## config.mk

```make
export PLATFORM = sky130hd
export DESIGN_NAME = tdm_frame_sequencer_flat
export DESIGN_NICKNAME = d
export VERILOG_FILES = /design/src/rtl/tdm_frame_sequencer_if.sv /design/src/rtl/tdm_frame_sequencer.sv /design/src/flat_wrapper.sv
export SDC_FILE = /design/constraint.sdc
export NUM_CORES = 1
export LEC_CHECK = 0
export ABC_AREA = 0
export ABC_CLOCK_PERIOD_IN_PS = 3300
export CELL_PAD_IN_SITES_DETAIL_PLACEMENT = 1
export CELL_PAD_IN_SITES_GLOBAL_PLACEMENT = 2
export CORE_ASPECT_RATIO = 1.1
export CORE_MARGIN = 1
export CORE_UTILIZATION = 32
export DETAILED_ROUTE_END_ITERATION = 6
export PLACE_DENSITY = 0.8
export SYNTH_ARGS = -nofsm -noshare
export SYNTH_HDL_FRONTEND = slang
export SYNTH_SLANG_ARGS = --single-unit
```

## constraint.sdc

```tcl
create_clock -name clk_256fs -period 3.3 [get_ports clk_256fs]
set_clock_uncertainty 0.15 [all_clocks]
set_input_delay 0.33 -clock clk_256fs [delete_from_list [all_inputs] [get_ports clk_256fs]]
set_output_delay 0.33 -clock clk_256fs [all_outputs]
set_load 0.005 [all_outputs]
```

## src/rtl/tdm_frame_sequencer_if.sv

```systemverilog
// Bundle of the codec-side serial pins and the core-side sample bus of the
// TDM128 frame sequencer. The sequencer uses the master view; the codec/core
// environment uses the slave view.
interface tdm_frame_sequencer_if #(
  parameter int W = 16
);
  // Codec serial link
  logic                sdin;
  logic                bick;
  logic                lrck;
  logic                sdout;
  // Core sample bus
  logic signed [W-1:0] dac0;
  logic signed [W-1:0] dac1;
  logic signed [W-1:0] dac2;
  logic signed [W-1:0] dac3;
  logic                mute;
  logic signed [W-1:0] adc0;
  logic signed [W-1:0] adc1;
  logic signed [W-1:0] adc2;
  logic signed [W-1:0] adc3;
  logic                adc_valid;
  logic                running;

  modport master (
    input  sdin, dac0, dac1, dac2, dac3, mute,
    output bick, lrck, sdout, adc0, adc1, adc2, adc3, adc_valid, running
  );

  modport slave (
    output sdin, dac0, dac1, dac2, dac3, mute,
    input  bick, lrck, sdout, adc0, adc1, adc2, adc3, adc_valid, running
  );
endinterface

```

## src/rtl/tdm_frame_sequencer.sv

```systemverilog
// 4-channel TDM128 frame sequencer running from the 256*fs system clock.
// A free-running 8-bit counter spans one frame: bit index b = cnt[7:1],
// slot = b[6:5], pos = b[4:0]. Samples sit MSB-first in the top W bits of each
// 32-bit slot with no one-bit delay. DAC output is held at zero for the first
// MUTE_FRAMES frames after reset and whenever mute was latched at a frame edge.
module tdm_frame_sequencer #(
  parameter int W           = 16,
  parameter int MUTE_FRAMES = 16
) (
  input  logic                  clk_256fs,
  input  logic                  rst,
  tdm_frame_sequencer_if.master tdm
);

  typedef enum logic [0:0] {
    ST_MUTE = 1'b0,
    ST_RUN  = 1'b1
  } state_t;

  // Bit of a slot word sent/received at slot position pos (0 in the padding).
  function automatic logic slot_bit(input logic [W-1:0] word, input logic [4:0] pos);
    logic [W-1:0] shifted;
    logic         result;
    if (int'(pos) < W) begin
      shifted = word >> (W - 1 - int'(pos));
      result  = shifted[0];
    end else begin
      shifted = {W{1'b0}};
      result  = 1'b0;
    end
    return result;
  endfunction

  // Word with the bit at slot position pos replaced; padding positions ignored.
  function automatic logic [W-1:0] place_bit(input logic [W-1:0] word,
                                             input logic [4:0]   pos,
                                             input logic         value);
    logic [W-1:0] mask;
    logic [W-1:0] result;
    if (int'(pos) < W) begin
      mask   = W'(1'b1) << (W - 1 - int'(pos));
      result = value ? (word | mask) : (word & ~mask);
    end else begin
      mask   = {W{1'b0}};
      result = word;
    end
    return result;
  endfunction

  state_t            state_r;
  logic [7:0]        cnt_r;
  logic [7:0]        frame_cnt_r;
  logic [3:0][W-1:0] shadow_r;
  logic [3:0][W-1:0] asm_r;
  logic [3:0][W-1:0] adc_r;
  logic              mute_q_r;
  logic              bick_r;
  logic              lrck_r;
  logic              sdout_r;
  logic              adc_valid_r;
  logic              running_r;

  logic [7:0]        cnt_nxt_s;
  logic [6:0]        b_cur_s;
  logic [6:0]        b_nxt_s;
  logic              frame_end_s;
  logic              enter_run_s;
  logic              run_nxt_s;
  logic [3:0][W-1:0] shadow_nxt_s;
  logic              mute_q_nxt_s;
  logic              sdout_nxt_s;
  logic [3:0][W-1:0] asm_nxt_s;

  // Next-cycle view of counter, shadow, mute latch and RUN flag; the serial
  // bit for the coming bit period is taken from that view so slot 0's MSB is
  // already on the pin in the first cycle of the frame.
  always_comb begin
    cnt_nxt_s   = cnt_r + 8'd1;
    b_cur_s     = cnt_r[7:1];
    b_nxt_s     = cnt_nxt_s[7:1];
    frame_end_s = (cnt_r == 8'd255);

    if (frame_end_s) begin
      shadow_nxt_s = {tdm.dac3, tdm.dac2, tdm.dac1, tdm.dac0};
      mute_q_nxt_s = tdm.mute;
    end else begin
      shadow_nxt_s = shadow_r;
      mute_q_nxt_s = mute_q_r;
    end

    enter_run_s = (state_r == ST_MUTE) && frame_end_s &&
                  (frame_cnt_r == 8'(MUTE_FRAMES - 1));
    run_nxt_s   = (state_r == ST_RUN) || enter_run_s;

    if (run_nxt_s && !mute_q_nxt_s) begin
      sdout_nxt_s = slot_bit(shadow_nxt_s[b_nxt_s[6:5]], b_nxt_s[4:0]);
    end else begin
      sdout_nxt_s = 1'b0;
    end

    asm_nxt_s = asm_r;
    if (cnt_r[0]) begin
      asm_nxt_s[b_cur_s[6:5]] = place_bit(asm_r[b_cur_s[6:5]], b_cur_s[4:0], tdm.sdin);
    end else begin
      asm_nxt_s = asm_r;
    end
  end

  // Frame timing, mute/run state machine, DAC serialiser and ADC deserialiser.
  always_ff @(posedge clk_256fs) begin
    if (rst) begin
      state_r     <= ST_MUTE;
      cnt_r       <= 8'd0;
      frame_cnt_r <= 8'd0;
      shadow_r    <= {(4 * W){1'b0}};
      asm_r       <= {(4 * W){1'b0}};
      adc_r       <= {(4 * W){1'b0}};
      mute_q_r    <= 1'b0;
      bick_r      <= 1'b0;
      lrck_r      <= 1'b1;
      sdout_r     <= 1'b0;
      adc_valid_r <= 1'b0;
      running_r   <= 1'b0;
    end else begin
      cnt_r    <= cnt_nxt_s;
      bick_r   <= cnt_nxt_s[0];
      lrck_r   <= ~cnt_nxt_s[7];
      shadow_r <= shadow_nxt_s;
      mute_q_r <= mute_q_nxt_s;
      asm_r    <= asm_nxt_s;
      if (cnt_r[0]) begin
        sdout_r <= sdout_nxt_s;
      end
      if (frame_end_s) begin
        adc_r <= asm_nxt_s;
      end
      // Uses the pre-transition state, so the frame that ends the mute
      // period raises no pulse.
      adc_valid_r <= frame_end_s && (state_r == ST_RUN);
      running_r   <= run_nxt_s;
      case (state_r)
        ST_MUTE: begin
          if (frame_end_s) begin
            frame_cnt_r <= frame_cnt_r + 8'd1;
            if (enter_run_s) begin
              state_r <= ST_RUN;
            end
          end
        end
        ST_RUN:  state_r <= ST_RUN;
        default: state_r <= ST_MUTE;
      endcase
    end
  end

  assign tdm.bick      = bick_r;
  assign tdm.lrck      = lrck_r;
  assign tdm.sdout     = sdout_r;
  assign tdm.adc0      = adc_r[0];
  assign tdm.adc1      = adc_r[1];
  assign tdm.adc2      = adc_r[2];
  assign tdm.adc3      = adc_r[3];
  assign tdm.adc_valid = adc_valid_r;
  assign tdm.running   = running_r;

endmodule
```

## src/flat_wrapper.sv

```systemverilog
// flat-port wrapper written by rule: the top's interface ports become plain ports
module tdm_frame_sequencer_flat 
#(
  parameter int W           = 16,
  parameter int MUTE_FRAMES = 16
)
  (clk_256fs, rst, tdm_sdin, tdm_dac0, tdm_dac1, tdm_dac2, tdm_dac3, tdm_mute, tdm_bick, tdm_lrck, tdm_sdout, tdm_adc0, tdm_adc1, tdm_adc2, tdm_adc3, tdm_adc_valid, tdm_running);
  tdm_frame_sequencer_if #(.W(W)) tdm_i ();
  input  logic clk_256fs;
  input  logic rst;
  input wire logic [$bits(tdm_i.sdin)-1:0] tdm_sdin;
  input wire logic [$bits(tdm_i.dac0)-1:0] tdm_dac0;
  input wire logic [$bits(tdm_i.dac1)-1:0] tdm_dac1;
  input wire logic [$bits(tdm_i.dac2)-1:0] tdm_dac2;
  input wire logic [$bits(tdm_i.dac3)-1:0] tdm_dac3;
  input wire logic [$bits(tdm_i.mute)-1:0] tdm_mute;
  output wire logic [$bits(tdm_i.bick)-1:0] tdm_bick;
  output wire logic [$bits(tdm_i.lrck)-1:0] tdm_lrck;
  output wire logic [$bits(tdm_i.sdout)-1:0] tdm_sdout;
  output wire logic [$bits(tdm_i.adc0)-1:0] tdm_adc0;
  output wire logic [$bits(tdm_i.adc1)-1:0] tdm_adc1;
  output wire logic [$bits(tdm_i.adc2)-1:0] tdm_adc2;
  output wire logic [$bits(tdm_i.adc3)-1:0] tdm_adc3;
  output wire logic [$bits(tdm_i.adc_valid)-1:0] tdm_adc_valid;
  output wire logic [$bits(tdm_i.running)-1:0] tdm_running;
  assign tdm_i.sdin = tdm_sdin;
  assign tdm_i.dac0 = tdm_dac0;
  assign tdm_i.dac1 = tdm_dac1;
  assign tdm_i.dac2 = tdm_dac2;
  assign tdm_i.dac3 = tdm_dac3;
  assign tdm_i.mute = tdm_mute;
  assign tdm_bick = tdm_i.bick;
  assign tdm_lrck = tdm_i.lrck;
  assign tdm_sdout = tdm_i.sdout;
  assign tdm_adc0 = tdm_i.adc0;
  assign tdm_adc1 = tdm_i.adc1;
  assign tdm_adc2 = tdm_i.adc2;
  assign tdm_adc3 = tdm_i.adc3;
  assign tdm_adc_valid = tdm_i.adc_valid;
  assign tdm_running = tdm_i.running;
  tdm_frame_sequencer #(.W(W), .MUTE_FRAMES(MUTE_FRAMES)) u_core (.clk_256fs(clk_256fs), .rst(rst), .tdm(tdm_i));
endmodule
```

==> metrics.txt, run 1 <==
outcome=finished, final reports clean; post-place setup slack=between 150 and 200 ps; post-synthesis sequential area ratio=between 40% and 50%; CP peak stage delay=approximately 600 ps; Detailed Routing Iterations Pass 1=4; htree depth=1; setup bufs post-CTS=0; HP Start=rst; Max-Cap Viols=0; most common cell in the netlist=nand2_1; reg-to-reg slack, setup=approximately 190 ps; Async SR Flop Fraction=0%; DR vias=8115; share of cells above drive strength 1=a little under 9%; Sink Count=approximately 210; worst hold path type=in2reg; Required @ worst endpoint=3610 ps; post-synthesis cell area=8880 um^2; Synth top area share=48.3%; maximum VDD drop=between 0.3 and 0.4 mV; CP Cell Sequence=and3_1 -> a31oi_1 -> nor2_2 -> buf_4 -> nor2_1 -> or3_1 -> a311oi_1 -> o211ai_1 -> a32oi_1; worst hold slack=a little under 70 ps; CTS Buf Count=25; Sw Pwr=~1.3 mW; internal power=around 4.4 mW; Main synth FF type=dfxtp_1; Yosys warning count=0; CP Capture Type=flip-flop; Pleak=roughly 3.8 nW; Core ar.=27100 um^2; gate count after technology mapping=~1.1k; PnR worst setup slack=slightly below 200 ps; Die Y=roughly 180 um; Hold Path Stages=2; initial antenna violation count=0; PwrDens=505 nW/um^2; Area after DPL=10600 um^2; GR Util All Layers=approximately 20%; IO Port Bufs=136; nets=approximately 1.3k; highest-delay cell along the critical path=dfxtp_1; CTS Buffer Depth=3; fin crit share=roughly 94%; Worst Setup Path Type=reg2reg; number of DRC markers in iteration 0=411; clk_lat worst skew=540 ps; diode count=0; Worst Path Buf+Inv=1; ANT nets after route=0; Largest delay share family, worst path=simple AND/OR/NAND/NOR gates; grt total ovfl=0; setup TNS=0 ps; #FFs+latches synth=roughly 210; fin. max-slew vios=0; final instance area=between 10000 and 15000 um^2; Worst-Margin Slew=roughly 740 ps; r2r startpoint=u_core.cnt_r[3]; die area=approximately 28000 um^2; first-pass GRT wire length=~45000 um; switch share=a little under a quarter; number of global-route vias before repair=between 8k and 9k; Clk pwr share=between 40% and 50%; CTS tree=yes; number of distinct library cells after synthesis=60; Mapped Nets=~1.2k; RR Endpoint=u_core.tdm.sdout; WHS Endpoint=u_core.cnt_r[1]; Fmax=around 320 MHz; cells on worst reg2reg path=9; post-synth top area cell=dfxtp_1; starting density of the core=32.7%; Die X=around 160 um; area grow syn2layout=29.2%; placer congestion estimate=0.831; Setup crit start kind=flip-flop; largest net degree at the start of global routing=143; RSZ-0062 raised after global routing=false; Rows=63; total wire length=roughly 29000 um; Max FO, Critical Path=13; Flop pwr share=roughly 46%; number of setup violations in the final report=0; DP HPWL=20500 um; largest cells by area after synthesis=dfxtp_1 48%, nand2_1 11%, a21oi_1 8.9%; wire length per cell=between 15 and 20 um; Root Driver=clkbuf_16; # IOs=~140; top cells by count, synth=252 x nand2_1, 214 x dfxtp_1, 157 x a21oi_1; post-layout min period=~3100 ps; Post-synth EDFFs=0; Max-slew headroom=about half; final hold vios=0; post-synthesis average cell area=~8.2 um^2; Reg clk slew, reported paths=approximately 60 ps; crit path DAT=3410 ps; number of vias per cell=around 5.2; Residual DRC=0; Comb power frac=5.6%
cells in the final DEF (no fill, tap or decap), types with 13 or more instances in the layout:
cell,Yosys,routed
o21ai_0,18,18
mux2i_1,17,17
dfxtp_1,214,213
clkbuf_16,0,25
mux4_2,16,16
a21oi_1,157,157
nor2_1,141,141
nand2_1,252,251
o22ai_1,13,13
clkdlybuf4s50_1,0,135
a211oi_1,49,49
buf_4,2,35
metal layers:
layer / GRT usage [%] / share of wire [%] / up-vias
met5: 0 / 0 / -
met2: 36.8 / 49 / 166
li1: - / - / 3942
met3: 2.91 / 4.4 / 48
met4: 5.66 / 2.4 / 0
met1: 24.6 / 44 / 3959
flip-flops by register name (all words and copies together), names as in the netlist:
| register | count |
|---|---|
| u_core.asm_r | 64 |
| u_core.shadow_r | 64 |
| u_core.tdm.adc0 | 16 |
| u_core.tdm.adc1 | 16 |
| u_core.tdm.adc2 | 16 |
| u_core.tdm.adc3 | 16 |
| u_core.cnt_r | 8 |
| u_core.frame_cnt_r | 8 |
| u_core.mute_q_r | 1 |
| u_core.state_r | 1 |
| u_core.tdm.adc_valid | 1 |
| u_core.tdm.lrck | 1 |
| u_core.tdm.running | 1 |
| u_core.tdm.sdout | 1 |
worst max-delay path by stage:
stage	cells past startpoint	startpoint	slack, ps	to
global route	10	u_core.cnt_r[1]	40	u_core.tdm.sdout
finish	9	u_core.cnt_r[3]	190	u_core.tdm.sdout
global placement	10	u_core.cnt_r[1]	250	u_core.tdm.sdout
floorplan	11	u_core.cnt_r[0]	800	u_core.tdm.sdout
detailed placement	10	u_core.cnt_r[1]	160	u_core.tdm.sdout
CTS	10	u_core.cnt_r[1]	110	u_core.tdm.sdout
layout make-up:
cell class                      instances  area (um^2)
Clock buffer                           32          672
Tap cell                              357          447
Sequential cell                       214         4290
Clock inverter                         13          168
Timing Repair Buffer                  173         1670
Fill cell                            3204        15600
Multi-Input combinational cell        773         4220
Inverter                                4         15.0
power groups by stage:
stage          Combinational (mW)  Sequential (mW)  Clock [mW]
3_5_place_dp                0.325             2.69           0
3_3_place_gp                0.325             2.69           0
4_1_cts                     0.328             2.63        2.89
6_report                    0.326             2.63        2.83
2_1_floorplan               0.171             2.67           0
5_1_grt                     0.352             2.63        2.99
stage by stage:
stage	instances	power (mW)	utilization [%]
after floorplan	1082	2.84	-
after global placement	1521	3.01	39.2
after detailed placement	1521	3.01	39.2
after CTS	1566	5.84	42.3
after global routing	1566	5.98	42.3
final	1566	5.79	42.3
what timing repair did:
action	4_1_cts	5_1_grt
hold buffers	0	0
resized for setup	0	2
endpoints found under the setup margin	0	1
kinds of logic (layout without fill, tap and decap cells):
logic type / Yosys count / after routing / share of synthesized area [%]
fa+ha+maj: 2 / 2 / 0.282
compound gates: 278 / 278 / 19.0
buf+inv: 95 / 222 / 4.54
xor+xnor: 14 / 14 / 1.38
flops: 214 / 214 / 48.3
simple gates: 446 / 446 / 20.6
mux: 33 / 33 / 5.98
Note: power is estimated with default switching activity, not from simulation.
==> run 2, diff against run 1 <==
- CTS_BUF_LIST: default -> sky130_fd_sc_hd__clkbuf_4 sky130_fd_sc_hd__clkbuf_8 sky130_fd_sc_hd__clkbuf_16
==> run 2 against run 1 <==
Against the previous run: via count about the same; design area increased by 0.16%; sequential share of layout area decreased by 0.061 points; flip-flop and latch count unchanged; worst setup slack improved by 49 ps; critical path type unchanged.
==> metrics.txt, run 2 (synthesis results as in run 1) <==
Die X=161 um (unchanged); commonest non-fill, non-tap cell in the layout=nand2_1; crit path DAT=3360 ps (-50 ps); cells on worst reg2reg path=9 (unchanged); Setup crit start kind=flip-flop; IO Port Bufs=136 (unchanged); Largest delay share family, worst path=simple AND/OR/NAND/NOR gates; Max-Cap Viols=0 (unchanged); number of vias per cell=5.18 (about the same); CP Capture Point=u_core.tdm.sdout; setup bufs post-CTS=0 (unchanged); RSZ-0062 raised after global routing=false; # IOs=137 (unchanged); diode count=0 (unchanged); wire length per cell=18.5 um (-0.26%); Sink Count=214 (unchanged); Hold Path Stages=2 (unchanged); CTS Buffer Depth=3 (unchanged); DP HPWL=20500 um (unchanged); share of cells above drive strength 1=9.18% (+0.41 points); r2r startpoint=u_core.cnt_r[3]; maximum VDD drop=0.385 mV (about the same); Hold-fix buffers, CTS=0 (unchanged); starting density of the core=32.7% (unchanged); ANT nets after route=0 (unchanged); Final Instance Count excl. Fillers=1566 (unchanged); total wire length=29000 um (-0.26%); clk_lat worst skew=540 ps (about the same); Cells after DPL=1521 (unchanged); CTS Buf Count=25 (unchanged); Worst Path Buf+Inv=1 (unchanged); outcome=finished, final reports clean; Residual DRC=0 (unchanged); Worst Setup Path Type=reg2reg; worst setup path start=u_core.cnt_r[3]; fin util=42.4% (+0.069 points); Core ar.=27100 um^2 (unchanged); Top Registers=u_core.asm_r: 64 flops, u_core.shadow_r: 64 flops; largest net degree at the start of global routing=143 (unchanged); # resized after CTS=0 (unchanged); Max-slew headroom=50.1% (-0.73 points); die area=28400 um^2 (unchanged); Max FO, Critical Path=13 (unchanged); Pleak=3.85 nW (+0.45%); highest-delay cell along the critical path=dfxtp_1; area grow syn2layout=29.4%; number of DRC markers in iteration 0=450 (+9.5%); GR Util All Layers=20.2% (about the same); first-pass GRT wire length=45200 um (-0.12%); placer congestion estimate=0.831 (unchanged); Detailed Routing Iterations Pass 1=5 (+1); htree depth=1 (unchanged); final hold vios=0 (unchanged); post-layout min period=3060 ps (-48.8 ps); fin. max-slew vios=0 (unchanged); Die Y=177 um (unchanged); Worst-Margin Slew=746 ps (+10.9 ps); Fmax=327 MHz (+1.6%); total power=5.83 mW (+0.74%); CTS tree=yes; number of global-route vias before repair=8223 (-0.47%); RR Endpoint=u_core.tdm.sdout; DR vias=8108 (-0.086%); Required @ worst endpoint=3610 ps (about the same); Reg clk slew, reported paths=60 ps (about the same); HP Start=rst; setup TNS=0 ps (unchanged); fin crit share=92.7% (-1.5 points); nets=1261 (unchanged); worst hold path type=in2reg; Levels on crit path=9 (unchanged); CP Cell Sequence=and3_1 -> a31oi_1 -> nor2_2 -> buf_4 -> nor2_1 -> or3_1 -> a311oi_1 -> o211ai_1 -> a32oi_1; PwrDens=507 nW/um^2 (+0.57%); CP Capture Type=flip-flop; Rows=63 (unchanged); number of setup violations in the final report=0 (unchanged); CP peak stage delay=600 ps (about the same); grt total ovfl=0 (unchanged); Root Driver=clkbuf_16; initial antenna violation count=0 (unchanged); reg-to-reg slack, setup=240 ps (+50 ps); most frequent cells in the layout=251 x nand2_1, 213 x dfxtp_1, 157 x a21oi_1, 141 x nor2_1, 135 x clkdlybuf4s50_1
## run 2: cell counts in the layout (fill, tap and decap cells not counted)
No cell type changed its count.
## run 2: final cells by class
| type | instances | area, um^2 |
|---|---|---|
| tap | 357 | 447 |
| sequential | 214 | 4290 |
| multi-input combinational | 773 | 4220 |
| inverter | 4 | 15.0 |
| clock buffer | 32 | 691 |
| timing repair buffer | 173 | 1670 |
| clock inverter | 13 | 168 |
| fill | 3196 | 15600 |
## run 2: where the power goes
group / switching (mW) / internal (mW)
clock: 1.14 / 1.73
sequential: 0.0274 / 2.60
combinational: 0.173 / 0.154
total: 1.34 / 4.49
## run 2: worst min path at each step
| stage | slack (ps) | end |
|---|---|---|
| 2_1_floorplan | 280 | u_core.shadow_r[52] |
| 3_3_place_gp | 290 | u_core.shadow_r[41] |
| 3_5_place_dp | 300 | u_core.tdm.adc0[3] |
| 4_1_cts | 60 | u_core.cnt_r[1] |
| 5_1_grt | 90 | u_core.cnt_r[1] |
| 6_report | 60 | u_core.cnt_r[1] |
## run 2: metal layers
metal / global-route usage, % / vias up / part of all wire, %
li1: - / 3940 / -
met1: 24.8 / 3970 / 44
met2: 36.5 / 150 / 49
met3: 2.91 / 48 / 3.7
met4: 5.66 / 0 / 2.4
met5: 0 / - / 0
## run 2: per-stage QoR
step,area [um^2],hold WS (ps),worst slack [ps]
after floorplan,8880,281,799
after global placement,10600,294,253
after detailed placement,10600,302,156
after CTS,11500,63.0,114
after global routing,11500,85.5,42.8
final,11500,64.1,241
